## src/rtl/quantization_unit.sv

```systemverilog
// quantization_unit
//   Three-stage requantizer: data_out = clamp(round((data_in * scale_recip) >> shift) + zero_point).
//   S1 multiplies, S2 rounds (half toward +inf) and shifts, S3 adds the zero
//   point and clamps to [QMIN, QMAX]. Valid/ready handshake on both sides with
//   per-stage valid bits; the pipeline holds up to three items under stall.
// Ports
//   clk, rst                 clock, asynchronous active-high reset
//   data_in/valid_in/ready_in    input stream (signed 16-bit samples)
//   scale_recip, shift, zero_point  per-item config, captured with data_in
//   data_out/valid_out/ready_out output stream (sign-extended quantized value)
//   sat_out                  current data_out was clamped
//   sat_count, sat_clear     count of delivered clamped results, sync clear
//   busy                     any stage holds a valid item
module quantization_unit #(
  parameter int QMIN = -128,
  parameter int QMAX = 127
) (
  input  logic        clk,
  input  logic        rst,
  input  logic [15:0] data_in,
  input  logic        valid_in,
  output logic        ready_in,
  input  logic [15:0] scale_recip,
  input  logic [3:0]  shift,
  input  logic [15:0] zero_point,
  output logic [15:0] data_out,
  output logic        valid_out,
  input  logic        ready_out,
  output logic        sat_out,
  output logic [15:0] sat_count,
  input  logic        sat_clear,
  output logic        busy
);

  localparam int DATA_W = 16;
  localparam int COEF_W = 16;
  localparam int PROD_W = DATA_W + COEF_W + 1;
  localparam int SUM_W  = PROD_W + 1;

  localparam logic signed [SUM_W-1:0] QMIN_S = SUM_W'(QMIN);
  localparam logic signed [SUM_W-1:0] QMAX_S = SUM_W'(QMAX);

  // Adds half an LSB of the shifted result, then floors: ties go toward +inf.
  function automatic logic signed [PROD_W-1:0] round_shift(
    input logic signed [PROD_W-1:0] prod,
    input logic [3:0]               sh
  );
    logic signed [PROD_W-1:0] bias;
    if (sh == 4'd0) bias = '0;
    else            bias = PROD_W'(1) << (sh - 4'd1);
    return (prod + bias) >>> sh;
  endfunction

  function automatic logic is_sat(input logic signed [SUM_W-1:0] v);
    return (v < QMIN_S) || (v > QMAX_S);
  endfunction

  // Result always lies within [QMIN, QMAX], so its low DATA_W bits are the
  // sign-extended value.
  function automatic logic signed [DATA_W-1:0] sat_clamp(input logic signed [SUM_W-1:0] v);
    if (v < QMIN_S) return DATA_W'(QMIN);
    if (v > QMAX_S) return DATA_W'(QMAX);
    return v[DATA_W-1:0];
  endfunction

  logic                     vld_p0, vld_p1, vld_p2;
  logic                     adv_p0, adv_p1, adv_p2;
  logic signed [PROD_W-1:0] prod_d, prod_p0;
  logic        [3:0]        shift_p0;
  logic signed [DATA_W-1:0] zp_p0, zp_p1;
  logic signed [PROD_W-1:0] rnd_d, rnd_p1;
  logic signed [SUM_W-1:0]  off_d;
  logic signed [DATA_W-1:0] clamp_d;
  logic                     sat_d;

  assign adv_p2   = !vld_p2 || ready_out;
  assign adv_p1   = !vld_p1 || adv_p2;
  assign adv_p0   = !vld_p0 || adv_p1;
  assign ready_in = adv_p0;
  assign valid_out = vld_p2;
  assign busy     = vld_p0 || vld_p1 || vld_p2;

  // scale_recip is unsigned: a zero MSB keeps it positive in the signed product.
  assign prod_d  = PROD_W'(signed'(data_in)) * PROD_W'(signed'({1'b0, scale_recip}));
  assign rnd_d   = round_shift(prod_p0, shift_p0);
  assign off_d   = SUM_W'(rnd_p1) + SUM_W'(zp_p1);
  assign clamp_d = sat_clamp(off_d);
  assign sat_d   = is_sat(off_d);

  // S1/S2 datapath registers: no reset, qualified by the stage valids.
  always_ff @(posedge clk) begin
    // ---- S1: multiply, capture per-item config ----
    if (adv_p0 && valid_in) begin
      prod_p0  <= prod_d;
      shift_p0 <= shift;
      zp_p0    <= signed'(zero_point);
    end
    // ---- S2: round and shift ----
    if (adv_p1 && vld_p0) begin
      rnd_p1 <= rnd_d;
      zp_p1  <= zp_p0;
    end
  end

  always_ff @(posedge clk or posedge rst) begin
    if (rst) begin
      vld_p0    <= 1'b0;
      vld_p1    <= 1'b0;
      vld_p2    <= 1'b0;
      data_out  <= '0;
      sat_out   <= 1'b0;
      sat_count <= '0;
    end else begin
      if (adv_p0) vld_p0 <= valid_in;
      if (adv_p1) vld_p1 <= vld_p0;
      // ---- S3: zero-point offset and clamp, drives the output port ----
      if (adv_p2) begin
        vld_p2 <= vld_p1;
        if (vld_p1) begin
          data_out <= clamp_d;
          sat_out  <= sat_d;
        end
      end
      if (sat_clear)
        sat_count <= '0;
      else if (vld_p2 && ready_out && sat_out && (sat_count != 16'hFFFF))
        sat_count <= sat_count + 16'd1;
    end
  end

endmodule

```

## config.mk

```make
export PLATFORM = sky130hd
export DESIGN_NAME = quantization_unit
export DESIGN_NICKNAME = d
export VERILOG_FILES = /design/src/rtl/quantization_unit.sv
export SDC_FILE = /design/constraint.sdc
export NUM_CORES = 1
export LEC_CHECK = 0
export ABC_CLOCK_PERIOD_IN_PS = 5930
export CAP_MARGIN = 15
export CORE_AREA = 3 3 182 184
export CTS_CLUSTER_DIAMETER = 100
export DETAILED_ROUTE_END_ITERATION = 10
export DIE_AREA = 0 0 185 187
export DONT_BUFFER_PORTS = 1
export MAX_ROUTING_LAYER = met4
export PLACE_DENSITY = 0.75
export SLEW_MARGIN = 20
export SYNTH_ARGS = -nofsm -noshare
export SYNTH_HDL_FRONTEND = slang
export SYNTH_SLANG_ARGS = --single-unit
```

## constraint.sdc

```tcl
create_clock -name clk -period 5.93 [get_ports clk]
set_clock_uncertainty 0.15 [all_clocks]
set_input_delay 0.593 -clock clk [delete_from_list [all_inputs] [get_ports clk]]
set_output_delay 0.593 -clock clk [all_outputs]
set_load 0.01 [all_outputs]
```

# == After elaboration in Yosys (flattened, before gate mapping) ==
# Cells that the tools add are included.
# word_totals
out_inout_bits,36
register_bits,138
# classes
n_reduce_logical,17
addsub,4
muxes,10
n_mul,1
order_cmp,2
shift,2
n_eq_ne,1
# ops
op,n
$mux W16,6
$add A33 B16 Y34,1
$gt A34 B8 Y1 const B,1
$lt A34 B8 Y1 const B,1
$add A33 B33 Y33,1
$mul A16 B17 Y33,1
$mux W33,1
$shl A1 B4 Y33 const A,1
$sshr A33 B4 Y33,1
$add A16 B1 Y16 const B,1
$ne A16 B16 Y1 const B,1
$logic_or A1 B1 Y1,6
$logic_and A1 B1 Y1,5
$logic_not A4 Y1,1
$sub A4 B1 Y4 const B,1
$logic_not A1 Y1,3
$mux W1,3
$reduce_and A2 Y1,1
$reduce_bool A2 Y1,1

# == Longest topological paths before layout ==
# depth
depth_word,6
ltp_mapped,24

# == Worst setup path after synthesis ==
# No wires, ideal clock.
# synth_timing
kind,in2reg
startpoint,input data_in[6]
endpoint,"register prod_p0[32], data pin"
arrival_ns,6.238
setup_slack_ns,-0.718
stages,23
required_time_ns,5.520
cell_sequence,clkbuf_1 and2_1 fa_1 inv_1 fa_1 fa_1 fa_1 inv_1 fa_1 inv_1 fa_1 inv_1 ha_1 a21o_1 a21o_1 a21oi_1 a2bb2oi_1 a31oi_1 a311oi_1 o31ai_1 a41o_1 a21oi_1 xnor2_1
# synth_between
elab_chain_cells,1
# synth_lines
element,line,text
from (decl),20,"input logic [15:0] data_in,"
$mul A16 B17 Y33,84,"assign prod_d = PROD_W'(signed'(data_in)) * PROD_W'(signed'({1'b0, scale_recip}));"
via prod_d[32],68,"logic signed [PROD_W-1:0] prod_d, prod_p0;"
to (signal assigned),94,prod_p0 <= prod_d;
to (decl),68,
# The timed path passes the listed nets, and every way through them passes these cells.
# A chain may end at the register's enable or synchronous reset.

# == Final worst setup path ==
# layout_timing
startpoint,input data_in[5]
endpoint,"register prod_p0[24], data pin"
# Same word-level chain as after synthesis.

==> run metrics <==
run status=finished, violations left; failing checks=negative setup slack; Pwr per Cell Area=636.7 mW/mm^2; DRC Markers=0; cell leakage power=between 0.009 and 0.01 uW; post-synthesis cell area=approximately 0.019 mm^2; Peak VDD IR=989.3 uV; Worst Tran Pin Value=0.9567 ns; wire per inst=19.02 um; quantity of I/O buffers inserted on ports=0; CTS tree=done; Final Instance Area=0.02042 mm^2; DR iter-0 viols=around 1500; clk slew on worst S/H paths=0.07 ns; Hold Path Class=input port to flop; syn_area_per_cell=between 9 and 10 um^2; crit path DAT=between 6 and 7 ns; area post-placement=about 0.020 mm^2; Chip Width=approximately 190 um; Area growth syn-to-layout=8.181%; Cell Chain, Critical Path=and2_1 > fa_1 > inv_2 > fa_1 > fa_2 > inv_1 > fa_1 > fa_1 > inv_2 > fa_1 > inv_2 > ha_4 > a21o_1 > a21oi_2 > a2bb2oi_4 > a31oi_4 > buf_4 > buf_4 > a31o_2 > o21ai_1 > nand2b_1 > xor2_1 > buf_4; vias in the first global route=15300; Cells after Synth=around 2100; fin crit period=between 6 and 7 ns; Pwr Total=approximately 13000 uW; CP peak stage delay=0.57 ns; ANT nets after route=0; Setup violations, final=3; final worst slack=-0.07766 ns; initial antenna violation count=0; sum of negative setup slack=-0.1734 ns; endpoints failing hold=0; maximum clock insertion buffer count=2; slowest CP cell=fa_1; Slew Viols, Final=0; Clk Latency, worst-skew pair=0.43 ns; gp weighted congestion=0.9310; syn_nets=2505; post-synthesis sequential area ratio=21.00%; number of diodes=0; Worst slew margin=a little over a third; Critical Path RT=slightly below 6 ns; All-Layer GR Usage=~28%; # rows=65; worst hold slack=a little over 0.06 ns; Top FF cell, synth=edfxtp_1; yosys warns=0; CP delay by family, top=adder cells; total CTS buffers=17; CP Capture Type=flop; core box area=around 0.032 mm^2; CP most frequent cell=fa_1; worst-path fanout max=16; H-tree depth=4; share of flip-flops with an asynchronous set or reset=roughly a quarter; Period Utilization, post-route=101.3%; Root Buffer Master=clkbuf_16; drt first pass iters=7; Max Freq=166.5 MHz; Unique masters post-synth=87; Ports=93; nets@finish=about 2500; layout cells sized above 1=9.837%; max cap viols=0; global-route wire length before repair=77700 um; critical path class=input port to flop; FF+latch count, synth=138; clock sinks=138; Die Height=187 um; Initial Utilization=about 60%; post-DR vias/cell=~6.2; Buf+Inv Stages, Crit Path=7; Post-Route WL=roughly 47000 um; Die ar.=between 0.03 and 0.04 mm^2; EDFF count, synth=between 100 and 150; Vias=approximately 15000; Post-DP HPWL=between 30000 and 40000 um; RSZ-0062 raised after global routing=true; total gr overflow=0; nature of the critical path startpoint=input port; largest net degree at the start of global routing=54
[worst paths after layout]
check,startpoint,end,slack [ns],cells after the start
worst max-delay path,data_in[5],prod_p0[24],-0.08,23
worst min-delay path,sat_clear,sat_count[5],0.06,1
worst max register to register,shift_p0[0],rnd_p1[17],0.49,19
worst min register to register,zp_p0[1],zp_p1[1],0.27,0
max in group asynchronous,rst,data_out[3],4.77,3
min in group asynchronous,rst,sat_count[3],0.55,3
[stage by stage]
stage	cells	util, %	setup slack, ns
2_1_floorplan	2078	-	-0.3099
3_3_place_gp	2447	62.22	-0.4489
3_5_place_dp	2447	62.22	-0.5072
4_1_cts	2482	64.41	0.009206
5_1_grt	2486	64.70	-0.2372
6_report	2486	64.70	-0.07766
[report_power, final]
part	leakage [uW]	internal (uW)	switching (uW)
sequential	0.00144	1620	270
clock	0.000313	674	449
combinational	0.00754	4670	5320
[cells in the final DEF, fill, tap and decap left out, types with 8 or more instances in the layout]
cell,count
nand2_1,228
or3_1,11
a211oi_1,22
o211ai_1,17
clkbuf_16,20
nor2_1,105
nand3_1,31
mux4_2,10
ha_4,8
nor4_1,14
xnor2_1,52
edfxtp_1,102
mux2_2,8
and3_1,14
inv_1,267
nor3_1,28
and2_4,10
a31oi_1,17
nand4_1,25
o21a_1,24
o21ai_0,65
mux2i_1,36
buf_4,65
a21o_1,32
o21bai_1,8
and2_1,122
nand2b_1,22
o31ai_1,9
xor2_1,29
fa_1,186
ha_1,166
dfrtp_1,36
inv_2,18
fa_2,10
a21oi_1,94
[synthesized netlist by cell type, drive strengths merged (5+ instances only)]
cell type	instances	area share, %
inv	285	5.7
nand2	228	4.5
fa	196	21
ha	174	12
and2	135	4.5
nor2	106	2.1
edfxtp	102	16
a21oi	101	2.7
clkbuf	79	1.6
o21ai	71	1.9
xnor2	52	2.4
dfrtp	36	4.8
mux2i	36	1.9
a21o	32	1.3
nand3	31	0.82
nor3	29	0.80
xor2	29	1.3
nand4	25	0.83
o21a	25	1.0
a211oi	24	0.98
nand2b	22	0.73
a31oi	18	0.60
o211ai	18	0.74
and3	15	0.50
nor4	14	0.46
buf	12	0.26
o31ai	12	0.48
or3	12	0.40
mux4	10	1.2
mux2	8	0.48
o21bai	8	0.32
a221oi	7	0.32
a22oi	7	0.28
o2111ai	7	0.32
o22ai	7	0.23
o41ai	7	0.40
a2111oi	6	0.38
o311ai	6	0.28
or2	6	0.20
a211o	5	0.23
a41oi	5	0.23
nor2b	5	0.17
[registers in the layout, indices dropped and copies added, names as in the netlist]
name,flops
prod_p0,33
rnd_p1,33
data_out,16
sat_count,16
zp_p0,16
zp_p1,16
shift_p0,4
sat_out,1
valid_out,1
vld_p0,1
vld_p1,1
[kinds of logic (layout without fill, tap and decap cells)]
kind of cell / count (synthesis) / count (layout) / synth area share (%)
buffers and inverters: 380 / 386 / 7.651
flip-flops: 138 / 138 / 21.00
multiplexers: 54 / 54 / 3.580
AND/OR/NAND/NOR: 643 / 643 / 16.72
adder cells (fa/ha/maj): 370 / 370 / 32.33
XOR/XNOR: 81 / 81 / 3.759
AO/OA/AOI/OAI: 412 / 412 / 14.96
[metal layers]
| layer | vias up | part of all wire (%) | global-route usage [%] |
|---|---|---|---|
| met5 | - | 0 | - |
| met4 | 0 | 2.4 | 8.283 |
| met3 | 90 | 8.2 | 5.115 |
| met2 | 696 | 48 | 44.02 |
| met1 | 7592 | 41 | 38.62 |
| li1 | 7106 | - | - |
[timing repair]
action                                  4_1_cts  5_1_grt
endpoints found under the hold margin        25        0
buffers inserted                              2        4
hold buffers                                  1        0
pin swaps                                    16       49
endpoints found under the setup margin        2        7
resized for setup                             6       27
[final cells by class]
| type | instances | area, um^2 |
|---|---|---|
| inverter | 287 | 1077 |
| clock buffer | 21 | 514.2 |
| multi-input combinational | 1560 | 13730 |
| sequential | 138 | 3964 |
| fill | 2576 | 11140 |
| tap | 402 | 503.0 |
| clock inverter | 11 | 115.1 |
| timing repair buffer | 67 | 509.2 |
Power figures use the tool's default switching activity.
